## config.mk

```make
export PLATFORM = sky130hd
export DESIGN_NAME = regfile_write_arbiter_flat
export DESIGN_NICKNAME = d
export VERILOG_FILES = /design/src/rtl/regfile_write_arbiter_if.sv /design/src/rtl/regfile_write_arbiter.sv /design/src/flat_wrapper.sv
export SDC_FILE = /design/constraint.sdc
export NUM_CORES = 1
export LEC_CHECK = 0
export ABC_AREA = 1
export CAP_MARGIN = 20
export CORE_ASPECT_RATIO = 1.75
export CORE_MARGIN = 2
export CORE_UTILIZATION = 46
export CTS_CLUSTER_SIZE = 14
export DETAILED_ROUTE_END_ITERATION = 8
export PLACE_DENSITY = 0.89
export SLEW_MARGIN = 10
export SYNTH_ARGS = -nofsm -noshare
export SYNTH_HDL_FRONTEND = slang
export SYNTH_SLANG_ARGS = --single-unit
```

## constraint.sdc

```tcl
create_clock -name clk -period 2.6 [get_ports clk]
set_input_delay 0.65 -clock clk [delete_from_list [all_inputs] [get_ports clk]]
set_output_delay 0.65 -clock clk [all_outputs]
set_load 0.05 [all_outputs]
```

## src/rtl/regfile_write_arbiter_if.sv

```systemverilog
// Write-back request/response bundle between two requesters (ALU, load unit)
// and the register-file write port, plus the pending-write scoreboard.
interface regfile_write_arbiter_if #(
  parameter int AW = 3,
  parameter int DW = 8
);
  logic              alu_valid;
  logic [AW-1:0]     alu_addr;
  logic [DW-1:0]     alu_data;
  logic              alu_ready;
  logic              mem_valid;
  logic [AW-1:0]     mem_addr;
  logic [DW-1:0]     mem_data;
  logic              mem_ready;
  logic              hold;
  logic              enable_write;
  logic [DW-1:0]     data_write;
  logic [AW-1:0]     data_write_address;
  logic [(1<<AW)-1:0] pending;

  modport master (
    output alu_valid, alu_addr, alu_data, mem_valid, mem_addr, mem_data, hold,
    input  alu_ready, mem_ready, enable_write, data_write, data_write_address, pending
  );

  modport slave (
    input  alu_valid, alu_addr, alu_data, mem_valid, mem_addr, mem_data, hold,
    output alu_ready, mem_ready, enable_write, data_write, data_write_address, pending
  );
endinterface

```

## src/rtl/regfile_write_arbiter.sv

```systemverilog
// Two-requester register-file write arbiter: 1-entry holding buffer per requester,
// round-robin between different addresses, age order for same-address writes.
module regfile_write_arbiter_slot #(
  parameter int AW = 3,
  parameter int DW = 8
) (
  input  logic          clk,
  input  logic          rst,
  input  logic          load,
  input  logic          clear,
  input  logic [AW-1:0] req_addr,
  input  logic [DW-1:0] req_data,
  output logic          full,
  output logic [AW-1:0] addr,
  output logic [DW-1:0] data
);
  // load and clear never coincide: load needs empty, clear needs full
  always_ff @(posedge clk or posedge rst) begin
    if (rst) begin
      full <= 1'b0;
      addr <= '0;
      data <= '0;
    end else if (load) begin
      full <= 1'b1;
      addr <= req_addr;
      data <= req_data;
    end else if (clear) begin
      full <= 1'b0;
    end
  end
endmodule

module regfile_write_arbiter #(
  parameter int AW = 3,
  parameter int DW = 8
) (
  input logic                clk,
  input logic                rst,
  regfile_write_arbiter_if.slave bus
);
  localparam int NREQ = 2;   // lane 0 = ALU, lane 1 = MEM
  localparam int NREG = 1 << AW;

  logic [NREQ-1:0]         req_valid, full, load, gnt, stay;
  logic [NREQ-1:0][AW-1:0] req_addr, buf_addr;
  logic [NREQ-1:0][DW-1:0] req_data, buf_data;
  logic                    ptr, older, pick;
  logic                    enable_write;
  logic [DW-1:0]           data_write;
  logic [AW-1:0]           data_write_address;
  logic [NREG-1:0]         pending;

  assign req_valid = {bus.mem_valid, bus.alu_valid};
  assign req_addr  = {bus.mem_addr,  bus.alu_addr};
  assign req_data  = {bus.mem_data,  bus.alu_data};
  assign load      = req_valid & ~full;

  generate
    for (genvar g = 0; g < NREQ; g++) begin : g_slot
      regfile_write_arbiter_slot #(.AW(AW), .DW(DW)) u_slot (
        .clk      (clk),
        .rst      (rst),
        .load     (load[g]),
        .clear    (gnt[g]),
        .req_addr (req_addr[g]),
        .req_data (req_data[g]),
        .full     (full[g]),
        .addr     (buf_addr[g]),
        .data     (buf_data[g])
      );
    end
  endgenerate

  // same-address pairs follow age so the register sees writes in arrival order
  always_comb begin
    pick = full[1];
    if (&full) pick = (buf_addr[0] == buf_addr[1]) ? older : ptr;
    gnt = '0;
    if (!bus.hold && |full) gnt = pick ? 2'b10 : 2'b01;
  end

  assign stay = full & ~gnt;

  // older always names the sole occupant when only one buffer is full,
  // so a hold cycle never changes it
  always_ff @(posedge clk or posedge rst) begin
    if (rst) begin
      ptr                <= 1'b0;
      older              <= 1'b0;
      enable_write       <= 1'b0;
      data_write         <= '0;
      data_write_address <= '0;
    end else begin
      if (&stay)             older <= older;
      else if (stay[0])      older <= 1'b0;
      else if (stay[1])      older <= 1'b1;
      else if (load == 2'b10) older <= 1'b1;
      else if (load[0])      older <= 1'b0;
      enable_write <= |gnt;
      if (|gnt) begin
        ptr                <= gnt[0];
        data_write         <= buf_data[pick];
        data_write_address <= buf_addr[pick];
      end
    end
  end

  always_comb begin
    pending = '0;
    for (int i = 0; i < NREQ; i++)
      if (full[i]) pending[buf_addr[i]] = 1'b1;
    if (enable_write) pending[data_write_address] = 1'b1;
  end

  assign bus.alu_ready          = ~full[0];
  assign bus.mem_ready          = ~full[1];
  assign bus.enable_write       = enable_write;
  assign bus.data_write         = data_write;
  assign bus.data_write_address = data_write_address;
  assign bus.pending            = pending;
endmodule

```

## src/flat_wrapper.sv

```systemverilog
// flat-port wrapper written by rule: the top's interface ports become plain ports
module regfile_write_arbiter_flat 
#(
  parameter int AW = 3,
  parameter int DW = 8
)
  (clk, rst, bus_alu_valid, bus_alu_addr, bus_alu_data, bus_mem_valid, bus_mem_addr, bus_mem_data, bus_hold, bus_alu_ready, bus_mem_ready, bus_enable_write, bus_data_write, bus_data_write_address, bus_pending);
  regfile_write_arbiter_if #(.AW(AW), .DW(DW)) bus_i ();
  input logic clk;
  input logic rst;
  input wire logic [$bits(bus_i.alu_valid)-1:0] bus_alu_valid;
  input wire logic [$bits(bus_i.alu_addr)-1:0] bus_alu_addr;
  input wire logic [$bits(bus_i.alu_data)-1:0] bus_alu_data;
  input wire logic [$bits(bus_i.mem_valid)-1:0] bus_mem_valid;
  input wire logic [$bits(bus_i.mem_addr)-1:0] bus_mem_addr;
  input wire logic [$bits(bus_i.mem_data)-1:0] bus_mem_data;
  input wire logic [$bits(bus_i.hold)-1:0] bus_hold;
  output wire logic [$bits(bus_i.alu_ready)-1:0] bus_alu_ready;
  output wire logic [$bits(bus_i.mem_ready)-1:0] bus_mem_ready;
  output wire logic [$bits(bus_i.enable_write)-1:0] bus_enable_write;
  output wire logic [$bits(bus_i.data_write)-1:0] bus_data_write;
  output wire logic [$bits(bus_i.data_write_address)-1:0] bus_data_write_address;
  output wire logic [$bits(bus_i.pending)-1:0] bus_pending;
  assign bus_i.alu_valid = bus_alu_valid;
  assign bus_i.alu_addr = bus_alu_addr;
  assign bus_i.alu_data = bus_alu_data;
  assign bus_i.mem_valid = bus_mem_valid;
  assign bus_i.mem_addr = bus_mem_addr;
  assign bus_i.mem_data = bus_mem_data;
  assign bus_i.hold = bus_hold;
  assign bus_alu_ready = bus_i.alu_ready;
  assign bus_mem_ready = bus_i.mem_ready;
  assign bus_enable_write = bus_i.enable_write;
  assign bus_data_write = bus_i.data_write;
  assign bus_data_write_address = bus_i.data_write_address;
  assign bus_pending = bus_i.pending;
  regfile_write_arbiter #(.AW(AW), .DW(DW)) u_core (.clk(clk), .rst(rst), .bus(bus_i));
endmodule
```

==> results of run 1 <==
## final cells by class
cell class / instances / area, sq um
repair buffers: 50 / 475.5
clock buffers: 6 / 82.58
well taps: 48 / 60.06
clock inverters: 2 / 12.51
fillers: 328 / 1399
inverters: 22 / 82.58
multi-input cells: 145 / 765.7
flip-flops and latches: 38 / 950.9
## metal layers
| layer | GRT usage | up-vias | part of all wire |
|---|---|---|---|
| li1 | - | 807 | - |
| met1 | 0.2776 | 809 | 0.38 |
| met4 | 0.1053 | 0 | 0.029 |
| met3 | 0.03436 | 14 | 0.052 |
| met2 | 0.3788 | 74 | 0.54 |
| met5 | 0 | - | 0 |
## registers in the layout, indices dropped and copies added (netlist names)
signal	cells
u_core.bus.data_write_address	3
u_core.older	1
u_core.g_slot.u_slot.data	16
u_core.g_slot.u_slot.full	2
u_core.g_slot.u_slot.addr	6
u_core.ptr	1
u_core.bus.data_write	8
u_core.bus.enable_write	1
## logic make-up (layout without fill, tap and decap cells)
group,after synthesis,after routing
compound gates,51,51
mux,9,9
buf+inv,29,80
flops,38,38
xor+xnor,1,1
simple gates,84,84
## cells in the mapped netlist (all sizes together)
cell / n
nand2: 60
dfrtp: 38
o21ai: 26
inv: 21
a21oi: 13
nand3: 13
mux2: 9
nor2: 9
buf: 6
o221ai: 5
a31oi: 2
o211ai: 2
o41ai: 2
clkbuf: 1
clkinv: 1
nand4: 1
o22ai: 1
or2: 1
xnor2: 1
## final timing paths
check	from	end	slack (ps)	cells past startpoint
worst max-delay path	u_core.g_slot[1].u_slot.full	bus_mem_ready	200	2
worst max register to register	u_core.g_slot[1].u_slot.addr[0]	u_core.older	670	12
max in group asynchronous	rst	u_core.g_slot[0].u_slot.addr[2]	1500	3
worst min-delay path	u_core.g_slot[1].u_slot.data[1]	u_core.g_slot[1].u_slot.data[1]	480	2
min in group asynchronous	rst	u_core.g_slot[1].u_slot.data[5]	770	3
worst min register to register	u_core.g_slot[1].u_slot.data[1]	u_core.g_slot[1].u_slot.data[1]	480	2
## power by group through the flow
stage          Sequential (uW)  Clock, uW  Combinational (uW)
2_1_floorplan             1380          0                1250
3_3_place_gp              1150          0                2000
3_5_place_dp              1160          0                2060
4_1_cts                   1150        424                2070
5_1_grt                   1200        452                2220
6_report                  1160        418                2060
## per-stage QoR
step           hold slack, ps  total power [uW]  instances
3_5_place_dp            466.4              3214        303
4_1_cts                 486.4              3646        311
6_report                482.0              3643        311
3_3_place_gp            464.8              3152        303
5_1_grt                 514.0              3875        311
2_1_floorplan           449.6              2628        212
## critical path, stage by stage, from the launching register on
cell and delay [ps]:
dfrtp_1 490, inv_1 150, clkdlybuf4s50_1 810
==> run metrics, run 1 <==
outcome completed; combinational cell fraction of total power 0.566; total wire length 4.469 mm; Synth Area in Compound Gates 0.1607; H-Tree Depth 2; f_max 0.4168 GHz; worst-case clock buffer depth 2; synthesized flop and latch total 38; RSZ-0062 raised after global routing false; clock root buffer clkbuf_8; Die ar. 4517 sq um; Pre-antenna DRT Iters 4; Avg WL per Cell 14.37 microns; post-synthesis adder-cell area fraction 0; Leak 0.001129 uW; Row Count 30; Initial Util 0.4778; worst hold path type reg -> reg; CTS sink count 38; I/O pin cnt 49; post-synthesis sequential area ratio 0.5198; Layout Utilization 0.6346; final setup TNS 0 ps; internal power 1781 uW; Synth top area share 0.5198; dpl ws 510.3 ps; clk_skew 4.617 ps; Congestion Overflow GR 0; vias per cell 5.479; commonest cells after routing, fill and taps aside 58 x nand2_1, 40 x clkdlybuf4s50_1, 38 x dfrtp_1; layout cells sized above 1 0.1369; core area 3829 sq um; DP HPWL 3.211 mm; NetSw 1862 uW; post-synthesis xor/xnor area fraction 0.004788; P per Cell Area 1499 nW/um^2; final worst path period share 0.9228; Area Growth Syn to Fin 32.83%; Max Slew Vio Count 0; initial antenna violation count 0; TritonCTS clock tree yes; largest area contributor in the netlist dfrtp_1; ant diodes 0; synthesized area per cell 8.629 sq um; Warnings, synthesis 0; routability congestion estimate 0.9103; CP startpoint kind flop; Slew HR 0.5746; Setup Viol. Count Final 0; dominant cells by area after synthesis dfrtp_1 52%, nand2_1 12%, mux2_2 5.5%; first-pass GRT wire length 7.596 mm; Hold Fails Final Rpt 0; post-layout min period 2399 ps; Cell Area, Synth 1829 sq um; CP arrival 1750 ps; final setup margin 200.8 ps; pin count of the biggest net entering global routing 39; Die Ht 87.42 microns; Worst Setup Path Type reg -> out; Critical Path RT 1950 ps; CTS Hold Buffers Added 0; Die Wd 51.67 microns; DP Area 2335 sq um; Mapped Cells 212; Inserted Clock Buffers 5; Sw Ratio 0.5111; mux share of post-synthesis cell area 0.05540; Worst Max-Slew Pin Slew 636.6 ps; Antenna Nets Post-Route 0; Crit. End Element primary output; largest family of logic cells by synthesized area simple AND/OR/NAND/NOR gates; Simple-Gate Fraction of Synth Area 0.1895; Via Count 1704; Clock Power Share 0.115; DRC 0; Setup Buffers After CTS 0; Max Cap Viol 0; clock slew at reported path FFs 80 ps; DRT iter0 DRCs 83; GRT Overall Usage 0.2249; Syn Nets 239; maximum VDD drop 0.9162 mV; commonest non-fill, non-tap cell in the layout nand2_1; cts repair resizes 0; Layout Nets 289; Netlist cell types 26; worst skew pair latency 290 ps; Design Area, Final 2430 sq um; share of total power in sequential cells 0.319; PortBufs 48; worst-path maximum fanout 9; vias in the first global route 1632
No activity file was read; power rests on OpenSTA's default activity.
==> run 2: changes to the inputs <==
--- a/config.mk
+++ b/config.mk
@@ -12,6 +12,7 @@
 export CORE_UTILIZATION = 46
 export CTS_CLUSTER_SIZE = 14
 export DETAILED_ROUTE_END_ITERATION = 8
+export GPL_TIMING_DRIVEN = 0
 export PLACE_DENSITY = 0.89
 export SLEW_MARGIN = 10
 export SYNTH_ARGS = -nofsm -noshare
==> run 2 against run 1 <==
Effect of this change: total power increased by 1.1%; clock power hardly changed; wire length is 1.1% higher; combinational power increased by 3%; core utilization is 1.1 points higher; via count stayed put; clock skew rose by 4.3 ps; critical path type unchanged.
==> run metrics, run 2 (synthesis results as in run 1) <==
outcome completed; CTS sink count 38 (unchanged); Setup Buffers After CTS 0 (unchanged); worst-case clock buffer depth 2 (unchanged); max FFs per register 16 (unchanged); Die Ht 87.42 microns (unchanged); initial antenna violation count 0 (unchanged); final setup TNS 0 ps (unchanged); Hold Fails Final Rpt 0 (unchanged); Slew HR 0.4825 (-0.09212); post-layout min period 2534 ps (+135.3 ps); commonest non-fill, non-tap cell in the layout nand2_1; PortBufs 48 (unchanged); core area 3829 sq um (unchanged); total wire length 4.518 mm (+1.1%); FF-to-FF setup slack 930 ps (+260 ps); Setup Viol. Count Final 0 (unchanged); Critical Path RT 1950 ps (about the same); Leak 0.001159 uW (+2.7%); Area Growth Syn to Fin 35.09%; CP startpoint kind flop; f_max 0.3946 GHz (-5.3%); DRT iter0 DRCs 49 (-41%); pin count of the biggest net entering global routing 39 (unchanged); Layout Nets 294 (+1.7%); worst-path maximum fanout 7 (-2); metal2 WL 2.398 mm (-0.29%); Worst Setup Path Type reg -> out; worst skew pair latency 290 ps (about the same); worst r2r path cells 9 (-3); Max Slew Vio Count 0 (unchanged); Layout Utilization 0.6454 (+0.01078); Die ar. 4517 sq um (unchanged); Inserted Clock Buffers 5 (unchanged); Via Count 1704 (unchanged); Avg WL per Cell 14.30 microns (-0.50%); Initial Util 0.4778 (unchanged); routability congestion estimate 0.8890 (-2.3%); Highest Signal Layer met4; I/O pin cnt 49 (unchanged); P per Cell Area 1491 nW/um^2 (-0.59%); Worst setup startpoint u_core.g_slot[0].u_slot.addr[1]; Die Wd 51.67 microns (unchanged); Pre-antenna DRT Iters 4 (unchanged); Metal-1 WL 1.631 mm (-3.9%); DP Area 2385 sq um (+2.1%); Max Cap Viol 0 (unchanged); vias in the first global route 1781 (+9.1%); layout cells sized above 1 0.1231 (-0.01375); GRT Overall Usage 0.2258 (+0.0009397); RR Startpoint u_core.g_slot[1].u_slot.addr[0]; clock root buffer clkbuf_8; DRC 0 (unchanged); clk_skew 8.924 ps (+4.308 ps); Worst Max-Slew Pin Slew 775.2 ps (+138.6 ps); crit path capture bus_pending[0]; first-pass GRT wire length 7.527 mm (-0.91%); ant diodes 0 (unchanged); Crit. End Element primary output; commonest cells after routing, fill and taps aside 58 x nand2_1, 40 x clkdlybuf4s50_1, 38 x dfrtp_1; Antenna Nets Post-Route 0 (unchanged); DP HPWL 3.361 mm (+4.7%); TritonCTS clock tree yes; clock slew at reported path FFs 80 ps (about the same); vias per cell 5.392 (-1.6%); Met3 Wirelength 260 microns (+11%); maximum VDD drop 0.8899 mV (-2.9%); Congestion Overflow GR 0 (unchanged); RR Endpoint u_core.bus.data_write[1]; Row Count 30 (unchanged); final worst path period share 0.9748 (+0.05204); largest register by flop count u_core.g_slot.u_slot.data; Design Area, Final 2471 sq um (+1.7%); H-Tree Depth 2 (unchanged); RSZ-0062 raised after global routing false; largest registers u_core.g_slot.u_slot.data (16), u_core.bus.data_write (8), u_core.g_slot.u_slot.addr (6); min-delay src u_core.g_slot[1].u_slot.data[3]; CP arrival 1880 ps (+130 ps); worst hold path type reg -> reg
==> run 2: cell types whose count changed in the layout (fill, tap and decap cells not counted), sizes merged <==
cell	delta
dlygate4sd2	+7
buf	-4
clkdlybuf4s15	+1
clkbuf	+1
==> run 2: timing repair <==
item / in CTS / in global routing
hold buffers: 0 / 0
gates resized for setup: 8 / 1
pin swaps: 0 / 0
setup endpoints to repair: 8 / 1
==> run 2: per-layer routing <==
metal / global-route usage / up-vias
met5: 0 / -
met1: 0.2316 / 794
met3: 0.05670 / 25
met4: 0.1794 / 0
met2: 0.3776 / 72
li1: - / 813
==> run 2: through the flow <==
| step | worst slack, ps | power, uW | cells | hold WS, ps |
|---|---|---|---|---|
| floorplan | 54.35 | 2628 | 212 | 449.6 |
| CTS | 67.79 | 3682 | 316 | 488.0 |
| detailed placement | 106.4 | 3310 | 308 | 468.9 |
| global placement | 125.8 | 3244 | 308 | 464.2 |
| global route | 1.806 | 3912 | 316 | 506.8 |
| finish | 65.53 | 3683 | 316 | 484.8 |
==> run 2: power breakdown <==
group	total, uW	internal (uW)	switching, uW
sequential	1140	884	258
clock	417	213	204
combinational	2120	711	1410
==> run 2: worst min-delay path by stage <==
stage | end | depth (start not counted)
finish | u_core.g_slot[1].u_slot.data[3] | 2
global route | u_core.g_slot[1].u_slot.data[3] | 2
detailed placement | u_core.g_slot[1].u_slot.data[1] | 2
global placement | u_core.g_slot[1].u_slot.data[3] | 2
floorplan | u_core.g_slot[1].u_slot.data[0] | 2
CTS | u_core.g_slot[1].u_slot.data[1] | 2
==> run 2: final cells by class <==
class / instances / area (sq um)
plain buffers: 7 / 45.04
clock buffers: 6 / 82.58
clock inverters: 2 / 12.51
fillers: 320 / 1358
inverters: 22 / 82.58
multi-input cells: 145 / 765.7
flip-flops and latches: 38 / 950.9
well taps: 48 / 60.06
repair buffers: 48 / 471.7
==> run 2: critical path, stage by stage, from the launching register on <==
cell and delay [ps]:
dfrtp_1 480, or2_2 340, nor2_1 90, a31oi_1 60
o41ai_2 60, dlygate4sd2_1 560
==> run 3: changes to the inputs <==
--- a/config.mk
+++ b/config.mk
@@ -10,6 +10,7 @@
 export CORE_ASPECT_RATIO = 1.75
 export CORE_MARGIN = 2
 export CORE_UTILIZATION = 46
+export CTS_CLUSTER_DIAMETER = 30
 export CTS_CLUSTER_SIZE = 14
 export DETAILED_ROUTE_END_ITERATION = 8
 export GPL_TIMING_DRIVEN = 0
==> results of run 3 <==
No change in the layout: final DEF, timing and power equal those of run 2.
